`config.mk`:
```
export PLATFORM = sky130hd
export DESIGN_NAME = rv32im_muldiv_flat
export DESIGN_NICKNAME = d
export VERILOG_FILES = /design/src/rtl/rv32im_muldiv_if.sv /design/src/rtl/rv32im_muldiv.sv /design/src/flat_wrapper.sv
export SDC_FILE = /design/constraint.sdc
export NUM_CORES = 1
export LEC_CHECK = 0
export BUFFER_PORTS_ARGS = -buffer_cell sky130_fd_sc_hd__buf_2
export CAP_MARGIN = 20
export CORE_MARGIN = 4
export CORE_UTILIZATION = 40
export CTS_CLUSTER_DIAMETER = 40
export DETAILED_ROUTE_END_ITERATION = 8
export MAX_ROUTING_LAYER = met4
export SETUP_SLACK_MARGIN = 0.1
export SLEW_MARGIN = 20
export SYNTH_ARGS = -nofsm -noshare
export SYNTH_HDL_FRONTEND = slang
export SYNTH_SLANG_ARGS = --single-unit
```
`constraint.sdc`:
```
create_clock -name clk_i -period 6.8 [get_ports clk_i]
set_input_delay 0 -clock clk_i [delete_from_list [all_inputs] [get_ports clk_i]]
set_output_delay 0 -clock clk_i [all_outputs]
set_load 0.03 [all_outputs]
```
`src/rtl/rv32im_muldiv_if.sv`:
```
// Request/response bundle between the decoder and the RV32M multiply/divide unit.
// The decoder drives the request side; the unit returns ready, result and done.
interface rv32im_muldiv_if;
  logic        valid_i;
  logic        ready_o;
  logic [31:0] operand_1_i;
  logic [31:0] operand_2_i;
  logic [2:0]  op_i;
  logic [31:0] result_o;
  logic        done_o;

  modport master (
    output valid_i, operand_1_i, operand_2_i, op_i,
    input  ready_o, result_o, done_o
  );

  modport slave (
    input  valid_i, operand_1_i, operand_2_i, op_i,
    output ready_o, result_o, done_o
  );
endinterface

```
`src/rtl/rv32im_muldiv.sv`:
```
// Iterative RV32M multiply/divide unit. Operands are converted to magnitudes,
// processed over 32 cycles on one shared 64-bit accumulator (MSB-first
// shift-add for multiply, restoring division for divide), then sign-corrected.
// Latency from accept to done is always 34 cycles.
module rv32im_muldiv #(
  parameter int XLEN = 32
) (
  input  logic          clk_i,
  input  logic          rst_i,
  rv32im_muldiv_if.slave bus
);

  typedef enum logic [2:0] {IDLE, PREP, CALC, FIX, DONE} state_t;

  state_t              state_q, state_d;
  logic [2:0]          op_q;
  logic [XLEN-1:0]     a_q, b_q;        // original operands, kept for special cases
  logic [XLEN-1:0]     m1_q, m2_q;      // magnitudes; the one being consumed shifts left
  logic                neg1_q, neg2_q;
  logic [2*XLEN-1:0]   acc_q;           // product, or {remainder, quotient}
  logic [5:0]          cnt_q;
  logic [XLEN-1:0]     result_q;
  logic                done_q;

  logic                sgn1, sgn2, is_div, ovf, div_zero;
  logic [2*XLEN-1:0]   mul_next, div_next, prod;
  logic [XLEN:0]       trial;
  logic [XLEN-1:0]     quo_s, rem_s, fix_res;

  assign is_div   = op_q[2];
  assign div_zero = (b_q == '0);
  assign ovf      = (a_q == 32'h8000_0000) && (b_q == 32'hFFFF_FFFF);

  // Operand signedness from funct3: MULH, DIV, REM both signed; MULHSU rs1 only.
  always_comb begin
    sgn1 = (op_q == 3'b001) || (op_q == 3'b010) || (op_q == 3'b100) || (op_q == 3'b110);
    sgn2 = (op_q == 3'b001) || (op_q == 3'b100) || (op_q == 3'b110);
  end

  // One iteration of the shared datapath for multiply and divide.
  always_comb begin
    mul_next = {acc_q[2*XLEN-2:0], 1'b0} + (m2_q[XLEN-1] ? {{XLEN{1'b0}}, m1_q} : '0);
    trial    = {acc_q[2*XLEN-1:XLEN], m1_q[XLEN-1]} - {1'b0, m2_q};
    // A borrow means the shifted remainder stays below the divisor; dropping
    // its top bit is safe because the shifted value is then below 2^XLEN.
    if (trial[XLEN])
      div_next = {acc_q[2*XLEN-2:XLEN], m1_q[XLEN-1], acc_q[XLEN-2:0], 1'b0};
    else
      div_next = {trial[XLEN-1:0], acc_q[XLEN-2:0], 1'b1};
  end

  // Sign correction, word selection and special-case overrides.
  always_comb begin
    prod  = (neg1_q ^ neg2_q) ? -acc_q : acc_q;
    quo_s = (neg1_q ^ neg2_q) ? -acc_q[XLEN-1:0] : acc_q[XLEN-1:0];
    rem_s = neg1_q ? -acc_q[2*XLEN-1:XLEN] : acc_q[2*XLEN-1:XLEN];
    case (op_q)
      3'b000:  fix_res = prod[XLEN-1:0];
      3'b001,
      3'b010,
      3'b011:  fix_res = prod[2*XLEN-1:XLEN];
      3'b100:  fix_res = div_zero ? '1 : (ovf ? 32'h8000_0000 : quo_s);
      3'b101:  fix_res = div_zero ? '1 : quo_s;
      3'b110:  fix_res = div_zero ? a_q : (ovf ? '0 : rem_s);
      default: fix_res = div_zero ? a_q : rem_s;
    endcase
  end

  // State register.
  always_ff @(posedge clk_i or posedge rst_i) begin
    // NOTE: sequential state uses non-blocking assignments so every register
    // samples pre-edge values, independent of block ordering.
    if (rst_i) state_q <= IDLE;
    else       state_q <= state_d;
  end

  // Next-state decode.
  always_comb begin
    // NOTE: assigning a default first keeps every path driven, so no latch is inferred.
    state_d = state_q;
    case (state_q)
      IDLE:    if (bus.valid_i) state_d = PREP;
      PREP:    state_d = CALC;
      CALC:    if (cnt_q == 6'd31) state_d = FIX;
      FIX:     state_d = DONE;
      DONE:    state_d = IDLE;
      default: state_d = IDLE;
    endcase
  end

  // Datapath: capture, magnitude conversion, iteration and result load.
  always_ff @(posedge clk_i or posedge rst_i) begin
    if (rst_i) begin
      op_q     <= '0;
      a_q      <= '0;
      b_q      <= '0;
      m1_q     <= '0;
      m2_q     <= '0;
      neg1_q   <= 1'b0;
      neg2_q   <= 1'b0;
      acc_q    <= '0;
      cnt_q    <= '0;
      result_q <= '0;
      done_q   <= 1'b0;
    end else begin
      done_q <= (state_q == FIX);
      case (state_q)
        IDLE: if (bus.valid_i) begin
          op_q <= bus.op_i;
          a_q  <= bus.operand_1_i;
          b_q  <= bus.operand_2_i;
        end
        PREP: begin
          neg1_q <= sgn1 & a_q[XLEN-1];
          neg2_q <= sgn2 & b_q[XLEN-1];
          m1_q   <= (sgn1 & a_q[XLEN-1]) ? -a_q : a_q;
          m2_q   <= (sgn2 & b_q[XLEN-1]) ? -b_q : b_q;
          acc_q  <= '0;
          cnt_q  <= '0;
        end
        CALC: begin
          if (is_div) begin
            acc_q <= div_next;
            m1_q  <= {m1_q[XLEN-2:0], 1'b0};
          end else begin
            acc_q <= mul_next;
            m2_q  <= {m2_q[XLEN-2:0], 1'b0};
          end
          cnt_q <= cnt_q + 6'd1;
        end
        FIX:     result_q <= fix_res;
        default: ;
      endcase
    end
  end

  assign bus.ready_o  = (state_q == IDLE);
  assign bus.result_o = result_q;
  assign bus.done_o   = done_q;

endmodule

```
`src/flat_wrapper.sv`:
```
// flat-port wrapper written by rule: the top's interface ports become plain ports
module rv32im_muldiv_flat 
#(
  parameter int XLEN = 32
)
  (clk_i, rst_i, bus_valid_i, bus_operand_1_i, bus_operand_2_i, bus_op_i, bus_ready_o, bus_result_o, bus_done_o);
  rv32im_muldiv_if bus_i ();
  input  logic clk_i;
  input  logic rst_i;
  input wire logic [$bits(bus_i.valid_i)-1:0] bus_valid_i;
  input wire logic [$bits(bus_i.operand_1_i)-1:0] bus_operand_1_i;
  input wire logic [$bits(bus_i.operand_2_i)-1:0] bus_operand_2_i;
  input wire logic [$bits(bus_i.op_i)-1:0] bus_op_i;
  output wire logic [$bits(bus_i.ready_o)-1:0] bus_ready_o;
  output wire logic [$bits(bus_i.result_o)-1:0] bus_result_o;
  output wire logic [$bits(bus_i.done_o)-1:0] bus_done_o;
  assign bus_i.valid_i = bus_valid_i;
  assign bus_i.operand_1_i = bus_operand_1_i;
  assign bus_i.operand_2_i = bus_operand_2_i;
  assign bus_i.op_i = bus_op_i;
  assign bus_ready_o = bus_i.ready_o;
  assign bus_result_o = bus_i.result_o;
  assign bus_done_o = bus_i.done_o;
  rv32im_muldiv #(.XLEN(XLEN)) u_core (.clk_i(clk_i), .rst_i(rst_i), .bus(bus_i));
endmodule
```
======== After elaboration in Yosys (flattened, before gate mapping) ========
Cells that the tools add are included.
storage, ports and cells
  flip-flop bits (word level) ............. 239
  logic and storage cells ................. 78
  input port bits ......................... 70
operators by class
  bitwise gates (word level) .............. 3
  mux-type cells .......................... 24
  reductions and logical operators ........ 15
  $add $sub $neg .......................... 8
  equal/unequal tests ..................... 16
operators by type and width
  operator                                              count
  two-way mux 32 bit                                    13
  two-way mux 64 bit                                    3
  case mux 32 bit (5 select lines)                      1
  negation 32 bit                                       4
  case mux 32 bit (2 select lines)                      2
  case mux 64 bit (2 select lines)                      1
  adder 64 bit                                          1
  equality test 32 bit (second input constant)          2
  negation 64 bit                                       1
  subtractor 33 x 32 -> 33 bit                          1
  logical NOT 32 bit                                    1
  equality test 3 x 2 -> 1 bit (second input constant)  4
  case mux 3 bit (4 select lines)                       1
  case mux 6 bit (2 select lines)                       1
  equality test 3 bit (second input constant)           3
  AND reduction 2 bit                                   4
  adder 6 x 1 -> 6 bit (second input constant)          1
  equality test 3 x 1 -> 1 bit (second input constant)  2
  equality test 6 x 5 -> 1 bit (second input constant)  1
  logical NOT 3 bit                                     2
  two-way mux 3 bit                                     2
  logical OR 1 bit                                      5
  != test 2 x 1 -> 1 bit (second input constant)        2
  != test 2 bit (second input constant)                 2
  other kinds (5)                                       6

======== Longest topological paths before layout ========
  depth in word-level cells ............... 7
  mapped depth ............................ 14
  mapped depth without buffers ............ 13

======== Worst setup path after synthesis ========
Ideal clock, no wire load.
  kind .................................... reg2reg
  start point ............................. register u_core.m2_q[31]
  end point ............................... register u_core.acc_q[63]
  setup slack ............................. 3.110 ns
  cell stages (with the launch flop) ...... 14
  path buffers ............................ 1
  period minus slack after synthesis ...... 3.690 ns
  arrival time ............................ 3.552 ns
  cell sequence ........................... dfrtp_1 -> clkbuf_1 -> and2_1 -> ha_1 -> fa_1 -> a211oi_1 -> o31ai_1 -> o2111ai_1 -> a2111o_1 -> a211oi_1 -> nand3_1 -> xnor2_1 -> a222oi_1 -> o21ai_0
on the way
  longest elaborated chain between the ends .. 4
  elaborated cells on any way between the ends .. 6
  classes of those cells .................. add/sub: 2; mux: 4
RTL lines
  item                                                                line                                      text
  start, declared                                                     rv32im_muldiv.sv:18                       logic [XLEN-1:0] m1_q, m2_q;
  start signal, assigned                                              rv32im_muldiv.sv:117                      m2_q <= (sgn2 & b_q[XLEN-1]) ? -b_q : b_q;
  start signal, assigned                                              rv32im_muldiv.sv:127                      m2_q <= {m2_q[XLEN-2:0], 1'b0};
  two-way mux 32 bit or subtractor 33 x 32 -> 33 bit (tied branches)  rv32im_muldiv.sv:42, rv32im_muldiv.sv:43
  adder 64 bit or two-way mux 64 bit (tied branches)                  rv32im_muldiv.sv:42, rv32im_muldiv.sv:46
  two-way mux 64 bit (*)                                              rv32im_muldiv.sv:122                      if (is_div) begin
  case mux 64 bit (2 select lines) (*)                                rv32im_muldiv.sv:107                      case (state_q)
  end signal, assigned                                                rv32im_muldiv.sv:123                      acc_q <= div_next;
  end signal, assigned                                                rv32im_muldiv.sv:126                      acc_q <= mul_next;
  end, declared                                                       rv32im_muldiv.sv:20                       logic [2*XLEN-1:0] acc_q;
Mark *: on every way between the ends. The rest lies on a longest branch, timed or not.
A chain may end at the register's enable or synchronous reset.

======== Worst setup path after layout ========
Ends and elaborated chain as after synthesis.

==> results.txt <==
The run finished with clean final reports. Summing the areas of all compound-gate instances in the mapped netlist gives about a quarter of the synthesized area. The finished layout holds between 3,000 and 4,000 standard cells, fillers aside.

After Yosys synthesis, XOR and XNOR cells account for approximately a tenth of the synthesized area. The via count came out at between 15,000 and 20,000. The total count of hold-check failures in the final report is 0. The detailed-router iteration count before antenna repair is 6. Setup violations remaining at the end of the flow were counted as 0. The via count normalized by instance count is around 6. Summed over all cells, the static leakage comes to between 9 and 10 nW. The initialized floorplan defines 79 standard-cell rows.

After global routing the overflow that remains totals 0. The detailed placement HPWL came out at between 50,000 and 60,000 µm. The die is around 220 µm wide. The post-route standard cell area excluding fillers came out at 21,800 µm². The number of ports placed on the die boundary is 104. The time the final worst path needs with I/O delays and setup is 5.11 ns. The remaining number of nets flagged by the antenna check after routing came out at 0. The largest family of logic cells by synthesized area is compound AO/OA/AOI/OAI gates. The proportion of layout cells with a drive suffix above 1 is approximately an eighth. Of the post-synthesis cell area, the part taken by muxes is approximately 4.5%.

The worst setup margin came out at between 1.5 and 2 ns. STA classifies the critical path endpoint as a register. The placement-stage cell area came out at approximately 20,000 µm². The top cell type's share of synthesized area came out at 31.9%. The initial antenna violation count is 0. The post-placement cell count came out at 2,910.

The worst-path maximum fanout came out at 33. The largest net degree at the start of global routing came out at ~170. The height of the die is around 220 µm. After synthesis, flip-flops and latches occupy 31.9% of the total area.

The synthesis-to-finish area growth came out at 16.5%. The buffer levels on the longest clock path came out at 3. The average instance in the mapped netlist occupies between 8 and 9 µm². The critical path startpoint is u_core.m2_q[31]. The synthesized design spends more area on one cell type than any other, namely dfrtp_1. The simple-gate area share of the yosys netlist came out at a little under a fifth. Across the VDD grid, the largest voltage drop is roughly 0.32 mV.

The final weighted congestion in routability-driven placement came out at 0.981. The tree is rooted in a clkbuf_16. The post-route fraction of the period consumed by the critical path came out at 75.2%. In this run the critical register-to-register path is launched from u_core.m2_q[31]. The arrival time of data at the critical path endpoint is 5.52 ns. The synthesized design contains about 240 register bits. The number of buffers inserted during clock tree synthesis is between 40 and 50. The standard cell core area is ~46,000 µm². The class of the tightest hold or removal check is input port to async pin. After Yosys synthesis, full adders, half adders and majority gates account for around 4.9% of the synthesized area. The summed instance area of the synthesized netlist came out at 18,700 µm². The die outline area came out at just over 50,000 µm².

The total negative setup slack came out at 0 ns. For this run, the number of Yosys warnings is 0. The tool flagged a number of max-cap violations equal to 0. The worst-case headroom to the max-slew limit came out at 25.6%. The number of global-route vias before repair was between 15,000 and 20,000. The average wire length per cell after detail routing is 23.2 µm.

The DRC violations left came out at 0. By area the synthesized netlist is led by dfrtp_1 32%, o21ai_0 6.6%, xnor2_1 5.7%, a21oi_1 5.4%, nand2_1 5.0%. The net count of the finished layout is around 2,600. The transition time at the pin with the least slew margin is 1.12 ns. The post-synthesis instance total came out at between 2,000 and 2,500. STA classifies the critical path startpoint as a register.

The combined global-route utilization of all metal layers is between 20% and 30%. The power per cell area is between 600 and 700 nW/µm². The total wire length is between 70,000 and 80,000 µm. The worst setup path is of the register to register kind. Setup repair after global routing left no endpoint under its margin. The post-layout total power came out at around 13 mW. The max-slew violation total from the final report is 0. The number of input and output port buffers inserted came out at roughly 100. The pre-CTS setup slack is between 1.5 and 2 ns. The number of fillers in the final layout is around 4,500.

The clock-pin slew on the worst setup and hold paths came out at 0.06 ns. The level count of the clock H-tree came out at 2. The clock net in this run drives a total of roughly 240 sinks. The number of synthesized flops with an enable pin came out at 0. The clock latency on the worst-skew pair came out at roughly 0.58 ns. The post-synthesis cell type count is 85.

The worst setup skew after layout is about 0.04 ns. The synthesized netlist net count came out at roughly 2,500. The async set-reset flop share out of synthesis came out at 100%.

For this run, the leading register cell type out of synthesis is dfrtp_1. The sequential cells in the finished layout cover a total of around 6000 µm². The post-cts sizing count is 0. The area of combinational cells with multiple inputs came out at 11,900 µm². The initial core utilization is about two fifths. The maximum clock rate is about 200 MHz. STA puts the critical path data required time at 7.21 ns. The first global-routing pass estimated around 110,000 µm of wire. The count of inserted antenna diode cells is 0. The TritonCTS clock tree is built.

The detailed router finished its first iteration with around 1,900 violations.
[cells in the mapped netlist, types with 6 or more instances]
cell type and number:
a32oi_1 7, or3_1 18, nor2b_1 14, dfrtp_1 239, a221oi_1 14, buf_1 22, or2_2 9, buf_2 10
mux2i_1 19, and4_1 6, o211ai_1 49, a22oi_1 15, nor3_1 49, nor3b_1 6, o41ai_1 8, o21ai_0 247
and2_1 46, a31oi_1 29, a211oi_1 24, a21oi_1 201, o21bai_1 12, nand2_1 249, and3_1 14, a21o_1 28
o22ai_1 15, mux2_2 58, ha_1 70, clkbuf_1 116, inv_1 74, nand4_1 28, nand2b_1 9, xnor2_1 122
nor2_1 180, o31a_1 6, nand3_1 53, or4_1 14, o31ai_1 37, xor2_1 91, nor4_1 25
[final timing paths]
check	endpoint	slack (ns)	cells after the start
setup / recovery	u_core.acc_q[63]	1.69	12
hold / removal	u_core.acc_q[20]	0.05	3
setup reg to reg	u_core.acc_q[63]	1.69	12
hold reg to reg	u_core.bus.result_o[0]	0.48	2
max in group asynchronous	u_core.op_q[2]	5.36	4
min in group clk_i	u_core.b_q[6]	0.18	4
[report_power, final]
part           switching, mW  leakage, nW  total [mW]  internal, mW
clock                  0.835        0.706        2.21          1.37
combinational           4.91         5.50        7.87          2.95
sequential              1.17         2.99        3.24          2.06
total                   6.92         9.19        13.3          6.38
[flip-flops by register name, summed over array words and instances, names as in the netlist]
signal / cells
u_core.acc_q: 64
u_core.a_q: 32
u_core.b_q: 32
u_core.bus.result_o: 32
u_core.m1_q: 32
u_core.m2_q: 32
u_core.cnt_q: 6
u_core.op_q: 3
u_core.state_q: 3
u_core.bus.done_o: 1
u_core.neg1_q: 1
u_core.neg2_q: 1
[metal layers]
metal / routed length [µm] / GRT usage, % / vias up
met5: 0 / - / -
met4: 3720 / 12.9 / 0
met3: 4330 / 2.92 / 174
met2: 32800 / 43.8 / 761
met1: 30100 / 36.4 / 9114
li1: - / - / 8605
[logic make-up after synthesis]
family	Yosys count
compound gates	763
xor+xnor	213
buf+inv	227
mux	77
simple gates	738
fa+ha+maj	72
flops	239
[layout make-up]
class	instances	area share [%]
Multi-Input combinational cell	1863	54.7
Sequential cell	239	27.4
Timing Repair Buffer	193	6.30
Clock buffer	52	5.42
Tap cell	607	3.48
Clock inverter	27	1.34
Inverter	76	1.34
[worst max-delay path, stage by stage (launching register included)]
cell	delay, ns
dfrtp_1	1.07
and2_1	0.25
ha_1	0.22
fa_1	0.26
a211oi_1	0.09
o31ai_1	0.56
o2111ai_1	0.36
a2111o_1	0.58
a211oi_1	0.73
nand3_1	0.19
xnor2_1	0.17
a222oi_1	0.33
o21ai_0	0.13
[stage by stage]
step           util (%)  hold slack, ns
2_1_floorplan         -           0.117
3_3_place_gp       42.4           0.112
3_5_place_dp       42.4           0.115
4_1_cts            47.0          0.0672
5_1_grt            47.0           0.134
6_report           47.0          0.0459
[what timing repair did]
| item | CTS | global route |
|---|---|---|
| endpoints found under the hold margin | 142 | 0 |
| hold buffers | 68 | 0 |
| buffers inserted | 0 | 0 |
[cells in the final DEF, fill, tap and decap left out, types with 8 or more instances in the layout]
cell,n
o22ai_1,15
and3_1,14
or2_2,9
o31ai_1,37
nor4_1,25
ha_1,70
buf_4,21
a31oi_1,29
a21o_1,28
nand2_1,248
o211ai_1,49
nand3_1,53
mux2i_1,19
nor2b_1,14
a221oi_1,14
o41ai_1,8
o21bai_1,12
a211oi_1,23
xor2_1,90
buf_2,103
or4_1,14
or3_1,17
clkbuf_16,44
and2_1,44
inv_1,73
dlygate4sd3_1,68
nand2b_1,9
dfrtp_1,238
o21ai_0,247
a22oi_1,15
mux2_2,58
nand4_1,28
a21oi_1,201
nor3_1,48
xnor2_1,121
nor2_1,176
No activity file was read; power rests on OpenSTA's default activity.
